==> src/rtl/game_pkg.sv <==
`default_nettype none
// ----------------------------------------------------------------------
// game_pkg : phase encoding, hit sentinel and default PHASE1 masks
// Rev 1.0
// ----------------------------------------------------------------------
package game_pkg;

  typedef enum logic [2:0] {
    IDLE   = 3'd0,
    PHASE1 = 3'd1,
    PHASE2 = 3'd2,
    WIN    = 3'd3,
    LOSE   = 3'd4
  } phase_t;

  localparam int NUM_OBJ_DEF = 10;
  localparam logic [3:0] NO_HIT = 4'd15;

  // Bit 0 of each mask is slot 0 (masks are declared [0:N-1]).
  localparam logic [0:NUM_OBJ_DEF-1] PHASE1_VAC_MASK_DEF = 10'b1111100000;
  localparam logic [0:NUM_OBJ_DEF-1] PHASE1_COR_MASK_DEF = 10'b0000000011;

endpackage
`default_nettype wire

==> src/rtl/frame_countdown.sv <==
`default_nettype none
// ----------------------------------------------------------------------
// frame_countdown : loadable down-counter, decrements on pulse, stops at 0
// Rev 1.0
// ----------------------------------------------------------------------
module frame_countdown #(
  parameter int               WIDTH       = 11,
  parameter logic [WIDTH-1:0] RESET_VALUE = '0
) (
  input  logic             clk,
  input  logic             resetN,
  input  logic             load,
  input  logic [WIDTH-1:0] load_value,
  input  logic             dec,
  output logic [WIDTH-1:0] count,
  output logic             zero
);

  logic [WIDTH-1:0] r_count;

  // Load wins over decrement so a phase entry on a frame pulse starts full.
  always_ff @(posedge clk or negedge resetN) begin
    if (!resetN) begin
      r_count <= RESET_VALUE;
    end else if (load) begin
      r_count <= load_value;
    end else if (dec && (r_count != '0)) begin
      r_count <= r_count - WIDTH'(1);
    end
  end

  assign count = r_count;
  assign zero  = (r_count == '0);

endmodule
`default_nettype wire

==> src/rtl/game_phase_sequencer.sv <==
`default_nettype none
// ----------------------------------------------------------------------
// game_phase_sequencer : IDLE->PHASE1->PHASE2->WIN/LOSE, score/lives/timer
// and object masks. Optional macro CORONA_RESPAWN_EN enables corona respawn.
// Rev 1.0
// ----------------------------------------------------------------------
module game_phase_sequencer
  import game_pkg::*;
#(
  parameter int                 NUM_OBJ         = NUM_OBJ_DEF,
  parameter logic [0:NUM_OBJ-1] PHASE1_VAC_MASK = PHASE1_VAC_MASK_DEF,
  parameter logic [0:NUM_OBJ-1] PHASE1_COR_MASK = PHASE1_COR_MASK_DEF,
  parameter int                 START_LIVES     = 3,
  parameter int                 SCORE_W         = 8,
  parameter int                 PHASE_FRAMES    = 1800,
  parameter int                 RESPAWN_FRAMES  = 90
) (
  input  logic               clk,
  input  logic               resetN,
  input  logic               startOfFrame,
  input  logic               startGame,
  input  logic               hitPulse,
  input  logic [3:0]         hitVacIdx,
  input  logic [3:0]         hitCorIdx,
  output logic [0:NUM_OBJ-1] activeVac,
  output logic [0:NUM_OBJ-1] activeCor,
  output logic [2:0]         phase,
  output logic [SCORE_W-1:0] score,
  output logic [1:0]         lives,
  output logic [10:0]        framesLeft,
  output logic               phaseStart
);

  localparam logic [2:0] c_IDLE   = IDLE;
  localparam logic [2:0] c_PHASE1 = PHASE1;
  localparam logic [2:0] c_PHASE2 = PHASE2;
  localparam logic [2:0] c_WIN    = WIN;
  localparam logic [2:0] c_LOSE   = LOSE;
  localparam logic [3:0] c_NUM_IDX = 4'(NUM_OBJ);

  if ((NUM_OBJ > 15) || (PHASE_FRAMES > 2047) || (RESPAWN_FRAMES < 1)
      || (RESPAWN_FRAMES > 2047)) begin : g_cfg_check
    $error("game_phase_sequencer: parameter out of range");
  end

  logic [2:0]         r_state, w_next_state;
  logic [0:NUM_OBJ-1] r_vac, r_cor, w_next_vac, w_next_cor, w_vac_after, w_cor_resp;
  logic [SCORE_W-1:0] r_score, w_next_score, w_score_after;
  logic [1:0]         r_lives, w_next_lives, w_lives_after;
  logic               r_phase_start, w_enter;
  logic               w_in_play, w_tick, w_vac_hit, w_cor_hit, w_frames_zero;
  logic [10:0]        w_frames;

  assign w_in_play = (r_state == c_PHASE1) || (r_state == c_PHASE2);
  assign w_tick    = w_in_play & startOfFrame;
  assign w_vac_hit = w_in_play & hitPulse & (hitVacIdx < c_NUM_IDX) & r_vac[hitVacIdx];
  assign w_cor_hit = w_in_play & hitPulse & (hitCorIdx < c_NUM_IDX) & r_cor[hitCorIdx];

  always_comb begin
    w_vac_after = r_vac;
    if (w_vac_hit) w_vac_after[hitVacIdx] = 1'b0;
  end

  assign w_score_after = (w_vac_hit && (r_score != {SCORE_W{1'b1}}))
                         ? r_score + SCORE_W'(1) : r_score;
  assign w_lives_after = (w_cor_hit && (r_lives != 2'd0)) ? r_lives - 2'd1 : r_lives;

  frame_countdown #(
    .WIDTH       (11),
    .RESET_VALUE (11'(PHASE_FRAMES))
  ) u_timer (
    .clk        (clk),
    .resetN     (resetN),
    .load       (w_enter),
    .load_value (11'(PHASE_FRAMES)),
    .dec        (w_tick),
    .count      (w_frames),
    .zero       (w_frames_zero)
  );

`ifdef CORONA_RESPAWN_EN
  logic [10:0]        w_resp_count;
  logic               w_resp_zero, w_resp_wrap, w_found;
  logic [0:NUM_OBJ-1] w_cor_after, w_cor_free;

  frame_countdown #(
    .WIDTH       (11),
    .RESET_VALUE ('0)
  ) u_respawn (
    .clk        (clk),
    .resetN     (resetN),
    .load       (w_enter | w_resp_wrap),
    .load_value (11'(RESPAWN_FRAMES)),
    .dec        (w_tick),
    .count      (w_resp_count),
    .zero       (w_resp_zero)
  );

  // The frame that takes the count from 1 is the RESPAWN_FRAMES-th one.
  assign w_resp_wrap = w_tick & (w_resp_zero | (w_resp_count == 11'd1));

  always_comb begin
    w_cor_after = r_cor;
    if (w_cor_hit) w_cor_after[hitCorIdx] = 1'b0;
    w_cor_free = ((r_state == c_PHASE1) ? PHASE1_COR_MASK : {NUM_OBJ{1'b1}}) & ~w_cor_after;
    w_cor_resp = w_cor_after;
    w_found    = 1'b0;
    for (int i = 0; i < NUM_OBJ; i++) begin
      if (w_resp_wrap && !w_found && w_cor_free[i]) begin
        w_cor_resp[i] = 1'b1;
        w_found       = 1'b1;
      end
    end
  end
`else
  assign w_cor_resp = r_cor;
`endif

  always_comb begin
    w_next_state = r_state;
    w_enter      = 1'b0;
    w_next_vac   = r_vac;
    w_next_cor   = r_cor;
    w_next_score = r_score;
    w_next_lives = r_lives;
    case (r_state)
      c_PHASE1, c_PHASE2: begin
        w_next_vac   = w_vac_after;
        w_next_cor   = w_cor_resp;
        w_next_score = w_score_after;
        w_next_lives = w_lives_after;
        if (w_lives_after == 2'd0) begin
          w_next_state = c_LOSE;
          w_next_vac   = '0;
          w_next_cor   = '0;
        end else if (w_vac_after == '0) begin
          if (r_state == c_PHASE1) begin
            w_next_state = c_PHASE2;
            w_enter      = 1'b1;
            w_next_vac   = '1;
            w_next_cor   = '1;
          end else begin
            w_next_state = c_WIN;
            w_next_vac   = '0;
            w_next_cor   = '0;
          end
        end else if (w_frames_zero) begin
          w_next_state = c_LOSE;
          w_next_vac   = '0;
          w_next_cor   = '0;
        end
      end
      default: begin
        if (startGame) begin
          w_next_state = c_PHASE1;
          w_enter      = 1'b1;
          w_next_vac   = PHASE1_VAC_MASK;
          w_next_cor   = PHASE1_COR_MASK;
          w_next_score = '0;
          w_next_lives = 2'(START_LIVES);
        end
      end
    endcase
  end

  always_ff @(posedge clk or negedge resetN) begin
    if (!resetN) begin
      r_state       <= c_IDLE;
      r_vac         <= '0;
      r_cor         <= '0;
      r_score       <= '0;
      r_lives       <= 2'(START_LIVES);
      r_phase_start <= 1'b0;
    end else begin
      r_state       <= w_next_state;
      r_vac         <= w_next_vac;
      r_cor         <= w_next_cor;
      r_score       <= w_next_score;
      r_lives       <= w_next_lives;
      r_phase_start <= w_enter;
    end
  end

  assign activeVac  = r_vac;
  assign activeCor  = r_cor;
  assign phase      = r_state;
  assign score      = r_score;
  assign lives      = r_lives;
  assign framesLeft = w_frames;
  assign phaseStart = r_phase_start;

endmodule
`default_nettype wire
==> config.mk <==
export PLATFORM = sky130hd
export DESIGN_NAME = game_phase_sequencer
export DESIGN_NICKNAME = d
export VERILOG_FILES = /design/src/rtl/game_pkg.sv /design/src/rtl/frame_countdown.sv /design/src/rtl/game_phase_sequencer.sv
export SDC_FILE = /design/constraint.sdc
export NUM_CORES = 1
export LEC_CHECK = 0
export ABC_AREA = 1
export BUFFER_PORTS_ARGS = -buffer_cell sky130_fd_sc_hd__buf_2
export CAP_MARGIN = 15
export CORE_MARGIN = 3
export CORE_UTILIZATION = 25
export DETAILED_ROUTE_END_ITERATION = 12
export PLACE_DENSITY = 0.52
export SLEW_MARGIN = 20
export SYNTH_ARGS = -nofsm -noshare
export SYNTH_HDL_FRONTEND = slang
export SYNTH_SLANG_ARGS = --single-unit
export TNS_END_PERCENT = 1
==> constraint.sdc <==
create_clock -name clk -period 4.15 [get_ports clk]
set_input_delay 0.6225 -clock clk [delete_from_list [all_inputs] [get_ports clk]]
set_output_delay 0.6225 -clock clk [all_outputs]
set_load 0.02 [all_outputs]
# Word level (Yosys, flattened, before mapping)

Index checks and enable logic that the tools add are counted.

Bits in registers: 45
Input port bits: 13
Output and inout bits: 45
Logic and storage cells: 84

Add/sub/neg operators: 3
$lt $le $gt $ge: 5
Equality and inequality tests: 5
Muxes and demuxes: 39
Bitwise operators: 10
Reduce and logical (&&, ||, !) cells: 15

Operators by type and width:

| kind                                                                          | number |
|---|---|
| 10-bit 2-to-1 mux                                                             | 12 |
| 8-bit 2-to-1 mux                                                              | 3 |
| 11-bit 2-to-1 mux                                                             | 2 |
| 3-bit 2-to-1 mux                                                              | 5 |
| 11-bit logical NOT                                                            | 1 |
| 1-bit 2-to-1 mux                                                              | 11 |
| 11-bit nonzero test                                                           | 1 |
| 11-bit by 1-bit subtractor with 11-bit output (second input constant)         | 1 |
| 10-bit bitwise AND                                                            | 1 |
| 5-bit >= comparator (second input constant)                                   | 2 |
| 10-bit logical NOT                                                            | 1 |
| 10-bit NOT                                                                    | 1 |
| 4-bit NOT with 5-bit output                                                   | 2 |
| 8-bit by 1-bit adder with 8-bit output (second input constant)                | 1 |
| 1-bit binary-select mux with 4-bit select                                     | 2 |
| 4-bit less-than comparator (second input constant)                            | 2 |
| 8-bit != test (second input constant)                                         | 1 |
| 1-bit bitwise AND                                                             | 6 |
| 2-bit 2-to-1 mux                                                              | 3 |
| 2-bit nonzero test                                                            | 3 |
| 5-bit by 1-bit less-than comparator with 1-bit output (second input constant) | 1 |
| 1-bit demux with 4-bit select                                                 | 1 |
| 1-bit logical AND                                                             | 4 |
| 4-bit by 3-bit != test with 1-bit output (second input constant)              | 1 |
| other kinds (8)                                                               | 9 |

# Longest topological paths before layout

Depth after elaboration: 13
Depth in mapped cells: 19
Depth with buffers taken out: 18

# Cells and area by module

Synthesis repeated with hierarchy kept, for this count alone.

Cell total of the unflattened synthesis: 403
Area total of the unflattened synthesis: 2706.3 um^2

Modules (own cells, without submodules):

| module               | instances | cells an instance | area an instance (um^2) | sequential area each (um^2) |
|---|---|---|---|---|
| game_phase_sequencer | 1         | 264               | 1821.7                  | 653.1 |
| frame_countdown      | 1         | 139               | 884.6                   | 280.3 |

# Least setup slack after synthesis

No wires, ideal clock.

Path kind: input to register
Start: input hitVacIdx[0]
End: register u_timer.r_count[4] (netlist: u_timer.count[4])
Library setup time: 0.119 ns
Arrival: 2.163 ns
Data required time: 4.031 ns
Path slack: 1.868 ns
Cell stages on the path: 18
Buffers on the path: 2
Path through: buf_4 -> inv_4 -> nand2_1 -> nand2_1 -> nand3_1 -> nand2_1 -> nand2_2 -> nor2_8 -> nand2_1 -> nand2_1 -> nand2_1 -> nor2_4 -> nand2_2 -> nor2_4 -> nand3_4 -> buf_6 -> nand4_1 -> nand2_1

Longest elaborated chain between the ends: 13
Elaborated cells on any way between the ends: 21
Those cells by class: order compare (3); mux (10); bitwise (5); reduce/logical (3)

RTL lines:

| item                                                                                                               | RTL line                                               | text |
|---|---|---|
| start, declared                                                                                                    | game_phase_sequencer.sv:23                             | `input logic [3:0] hitVacIdx,` |
| 4-bit NOT with 5-bit output (implied by the code)                                                                  | game_phase_sequencer.sv:56, game_phase_sequencer.sv:61 |  |
| 5-bit >= comparator (implied by the code) or 5-bit by 1-bit less-than comparator with 1-bit output (tied branches) | game_phase_sequencer.sv:61                             | `if (w_vac_hit) w_vac_after[hitVacIdx] = 1'b0;` |
| 1-bit logical AND (implied by the code)                                                                            | game_phase_sequencer.sv:61                             |  |
| 1-bit 2-to-1 mux (implied by the code)                                                                             | game_phase_sequencer.sv:61                             |  |
| 1-bit demux with 4-bit select                                                                                      | game_phase_sequencer.sv:61                             |  |
| 10-bit NOT (no source line)                                                                                        | n/a                                                    |  |
| 10-bit bitwise AND (no source line)                                                                                | n/a                                                    |  |
| 10-bit 2-to-1 mux *                                                                                                | game_phase_sequencer.sv:61                             |  |
| 10-bit logical NOT *                                                                                               | game_phase_sequencer.sv:136                            | `end else if (w_vac_after == '0) begin` |
| 1-bit 2-to-1 mux *                                                                                                 | game_phase_sequencer.sv:136                            |  |
| 1-bit 2-to-1 mux *                                                                                                 | game_phase_sequencer.sv:132                            | `if (w_lives_after == 2'd0) begin` |
| 1-bit 2-to-1 mux *                                                                                                 | game_phase_sequencer.sv:126                            | `case (r_state)` |
| 11-bit 2-to-1 mux or 2-bit nonzero test (tied branches)                                                            | n/a                                                    |  |
| end signal, assigned                                                                                               | frame_countdown.sv:26                                  | `r_count <= load_value;` |
| end signal, assigned                                                                                               | frame_countdown.sv:28                                  | `r_count <= r_count - WIDTH'(1);` |
| end, declared                                                                                                      | frame_countdown.sv:19                                  | `logic [WIDTH-1:0] r_count;` |

Mark *: on every way between the ends. The rest lies on a longest branch, timed or not. The select of a mux whose other input is x is not followed.
A chain may end at the register's enable or synchronous reset.

# Final worst setup path

Start: register r_state[0] (netlist: phase[0])
End: register r_vac, in the netlist activeVac[1]

Longest elaborated chain between the ends: 10
Elaborated cells on any way between the ends: 20
Those cells by class: eq/ne (2); mux (7); bitwise (5); reduce/logical (6)

RTL lines:

| item                                                                                                 | RTL line                                                                             | text |
|---|---|---|
| start, declared                                                                                      | game_phase_sequencer.sv:46                                                           | `logic [2:0] r_state, w_next_state;` |
| start signal, assigned                                                                               | game_phase_sequencer.sv:168                                                          | `r_state <= c_IDLE;` |
| start signal, assigned                                                                               | game_phase_sequencer.sv:175                                                          | `r_state <= w_next_state;` |
| 3-bit by 1-bit == test with 1-bit output or 3-bit by 2-bit == test with 1-bit output (tied branches) | game_phase_sequencer.sv:54, game_phase_sequencer.sv:126, game_phase_sequencer.sv:137 |  |
| 1-bit logical OR                                                                                     | game_phase_sequencer.sv:54                                                           | `assign w_in_play = (r_state == c_PHASE1) \|\| (r_state == c_PHASE2);` |
| 1-bit bitwise AND                                                                                    | game_phase_sequencer.sv:56, game_phase_sequencer.sv:57                               |  |
| 1-bit bitwise AND, on equally long branches (2 in a row)                                             | game_phase_sequencer.sv:56, game_phase_sequencer.sv:57                               |  |
| 10-bit 2-to-1 mux or 1-bit logical AND (tied branches)                                               | game_phase_sequencer.sv:61, game_phase_sequencer.sv:66                               |  |
| 10-bit logical NOT (tied with other cells)                                                           | game_phase_sequencer.sv:136                                                          |  |
| 10-bit 2-to-1 mux or 2-bit logical NOT (tied branches)                                               | game_phase_sequencer.sv:136, game_phase_sequencer.sv:132                             |  |
| 10-bit 2-to-1 mux                                                                                    | game_phase_sequencer.sv:132                                                          |  |
| 10-bit 2-to-1 mux                                                                                    | game_phase_sequencer.sv:126                                                          |  |
| end signal, assigned                                                                                 | game_phase_sequencer.sv:176                                                          | `r_vac <= w_next_vac;` |
| end, declared                                                                                        | game_phase_sequencer.sv:47                                                           | `logic [0:NUM_OBJ-1] r_vac, r_cor, w_next_vac, w_next_cor, w_vac_after, w_cor_resp;` |

Parallel ways exist; a longest one is shown, timed or not.

==> results.ini <==
[run_status]
outcome = completed

[worst_setup_path]
endpoint_kind = register
critPathMaxFanout = 17
startpoint_type = register
critPathMostFrequentCell = nand2_1
worstSetupEndpoint = activeVac[1]
r2r-start = phase[0]
slowest_delay_ns = 0.43
r2r_cells = 16
cp.arrival_ns = 2.84
crit_path_start = phase[0]
timing.rr.end = activeVac[1]
cp.required_ns = 4.38
slowest_stage = dfrtp_1
cp_cell_sequence = nand3b_1, nand2_2, nand2_1, inv_2, nand2_4, nor2_8, nand2_1, nand2_1, nand2_1, nor2_2, nand2_2, nor2_4, nand3_4, nand2_2, inv_2, nand3_1
regToRegSetupSlack_ns = 1.54
worstSetupPathType = register to register

[power_and_ir_drop]
p_clk_frac = 0.231
power_density_nw_per_um2 = 501
p_int_mw = 0.822
comb_power_share = 0.423
total_leakage_power_nw = 1.54
ir_drop_uv = 317
power_frac_seq = 0.346
p_switching_mw = 0.640
switching_share = 0.438

[sta]
whs_ns = 0.431
worst_slew_pin_slew_ns = 0.842
skew_ns = 0.00261
finalSetupTns_ns = 0
slew_headroom = 0.439
rsz0062_at_grt = no
setup_viol_count_final = 0
max_freq_ghz = 0.383
hold_viol = 0
slew_violations = 0
period_needed_ns = 2.61
fin_crit_sh = 0.629

[drt]
drt_wl_total_mm = 6.37
ant_nets = 0
drt_iter0_drc = 73
viasPerCell = 4.41
dr_total_vias = 2306
post_drt_wl_per_cell_um = 12.2
drc = 0
dr.pass1.iters = 4

[yosys]
synth_flop_cell = dfrtp_1
yosys.cell_count.top_type = nand2_1
synthTopCellsByArea = dfrtp_1, nand2_1, inv_1
ys_ff_latch = 37
post-synth-top-area-fraction = 0.318
synth_cell_types = 37
synth_top_cell_by_area = dfrtp_1
async_flop_share = 1.00
syn_area_um2 = 2440
yosys-top-cells-count = nand2_1, inv_1, nor2_1
synth_edf_count = 0
syn_nets = 358
yosysWarnings = 0
netlist_instances = 342
seq_area_frac_synth = 0.383
avgSynthCellArea_um2 = 7.13

[clocking]
postCtsHoldBufs = 0
root_buffer = clkbuf_8
clk_pin_slew_worst_paths_ns = 0.08
clock_sinks = 37
worstSkewPairLatency_ns = 0.29
cts-resized-gates = 0
h-tree-depth = 2
cts_max_path_buffers = 2
cts_buffers = 5
cts_tree = built
cts_setup_buffers = 0

[grt]
grt_pass1_vias = 2210
grt_max_degree = 38
antenna_found_initial = 0
grt_overflow_total = 0
grt_first_pass_wirelength_mm = 10.6
grt_usage = 0.118

[place]
place.gp.congestion = 0.783
port_buffers = 56
hpwl_mm = 4.81
placed_area_um2 = 2800

[cells_and_area]
final_cell_area_um2 = 2920
final_layout_size_suffix_gt1_frac = 0.249
nNetsFinal = 409
fillerInstances = 1063
diodes = 0
syn_to_final_growth_pct = 19.6

[die]
die_area_um2 = 11000
ios = 58
initial_utilization = 0.260
fp-row-count = 35
core_area_um2 = 9370
fp.dieH_um = 105
chipWidth_um = 105

[worst_hold_path]
hp-class = primary input to async pin

[run]
maxCapViolCount = 0

==> cell families (layout without fill, tap and decap cells) <==
family          count (synthesis)  in the layout  synth area share
compound gates                 34             34            0.0754
xor+xnor                        8              8            0.0287
fa+ha+maj                       3              3            0.0154
buf+inv                        66            118             0.120
flops                          37             37             0.383
simple gates                  194            194             0.378
==> critical path, delay by kind of cell, from the launching register on <==
kind	cells	cell delay [ns]
simple gates	14	1.87
flops	1	0.43
buf+inv	2	0.24
==> how the worst min path moves through the flow <==
stage / slack, ns / endpoint / cells past startpoint / start
after global placement: 0.48 / u_timer.count[10] / 2 / u_timer.count[10]
after detailed placement: 0.49 / u_timer.count[10] / 2 / u_timer.count[10]
after global routing: 0.48 / phaseStart / 1 / resetN
after CTS: 0.47 / phaseStart / 1 / resetN
final: 0.43 / u_timer.count[4] / 1 / resetN
after floorplan: 0.33 / activeCor[1] / 0 / resetN
==> metrics by stage <==
stage,util,worst slack (ns),std cells,power (mW)
floorplan,-,1.87,342,0.953
CTS,0.311,1.50,523,1.48
global route,0.311,1.27,523,1.57
detailed placement,0.298,1.49,515,1.14
finish,0.311,1.54,523,1.46
global placement,0.298,1.50,515,1.13
==> power groups by stage <==
| stage | Clock (mW) | Sequential [mW] | Combinational, mW |
|---|---|---|---|
| 2_1_floorplan | 0 | 0.581 | 0.372 |
| 3_3_place_gp | 0 | 0.511 | 0.620 |
| 3_5_place_dp | 0 | 0.513 | 0.623 |
| 4_1_cts | 0.345 | 0.508 | 0.626 |
| 5_1_grt | 0.359 | 0.519 | 0.694 |
| 6_report | 0.338 | 0.506 | 0.618 |
==> registers in the layout (all words and copies together), names as in the netlist <==
register,count
phaseStart,1
activeCor,2
score,8
u_timer.count,11
phase,3
activeVac,10
lives,2
==> area by class of cell <==
class	count	area (um^2)	area share
Multi-Input combinational cell	239	1210	0.416
Sequential cell	37	933	0.320
Timing Repair Buffer	57	288	0.0987
Inverter	53	201	0.0691
Tap cell	129	161	0.0553
Clock buffer	6	82.6	0.0283
Clock inverter	2	37.5	0.0129
==> layer usage <==
| layer | vias to the layer above | global-route usage | share of wire |
|---|---|---|---|
| li1 | 1187 | - | - |
| met3 | 4 | 0.0334 | 0.046 |
| met5 | - | 0 | 0 |
| met2 | 53 | 0.192 | 0.47 |
| met1 | 1062 | 0.156 | 0.48 |
| met4 | 0 | 0.0225 | 0.0071 |
==> cells in the final DEF (no fill, tap or decap), types with 4 or more instances in the layout <==
cell / count
xor2_1: 5
nand4_1: 18
clkbuf_8: 6
inv_2: 4
dfstp_2: 6
nand3_1: 19
nand2_1: 94
nand2_2: 11
buf_2: 56
dfrtp_1: 31
nor3_1: 6
a21oi_1: 7
o21ai_0: 19
nor2_1: 34
inv_1: 47
Power figures use the tool's default switching activity.
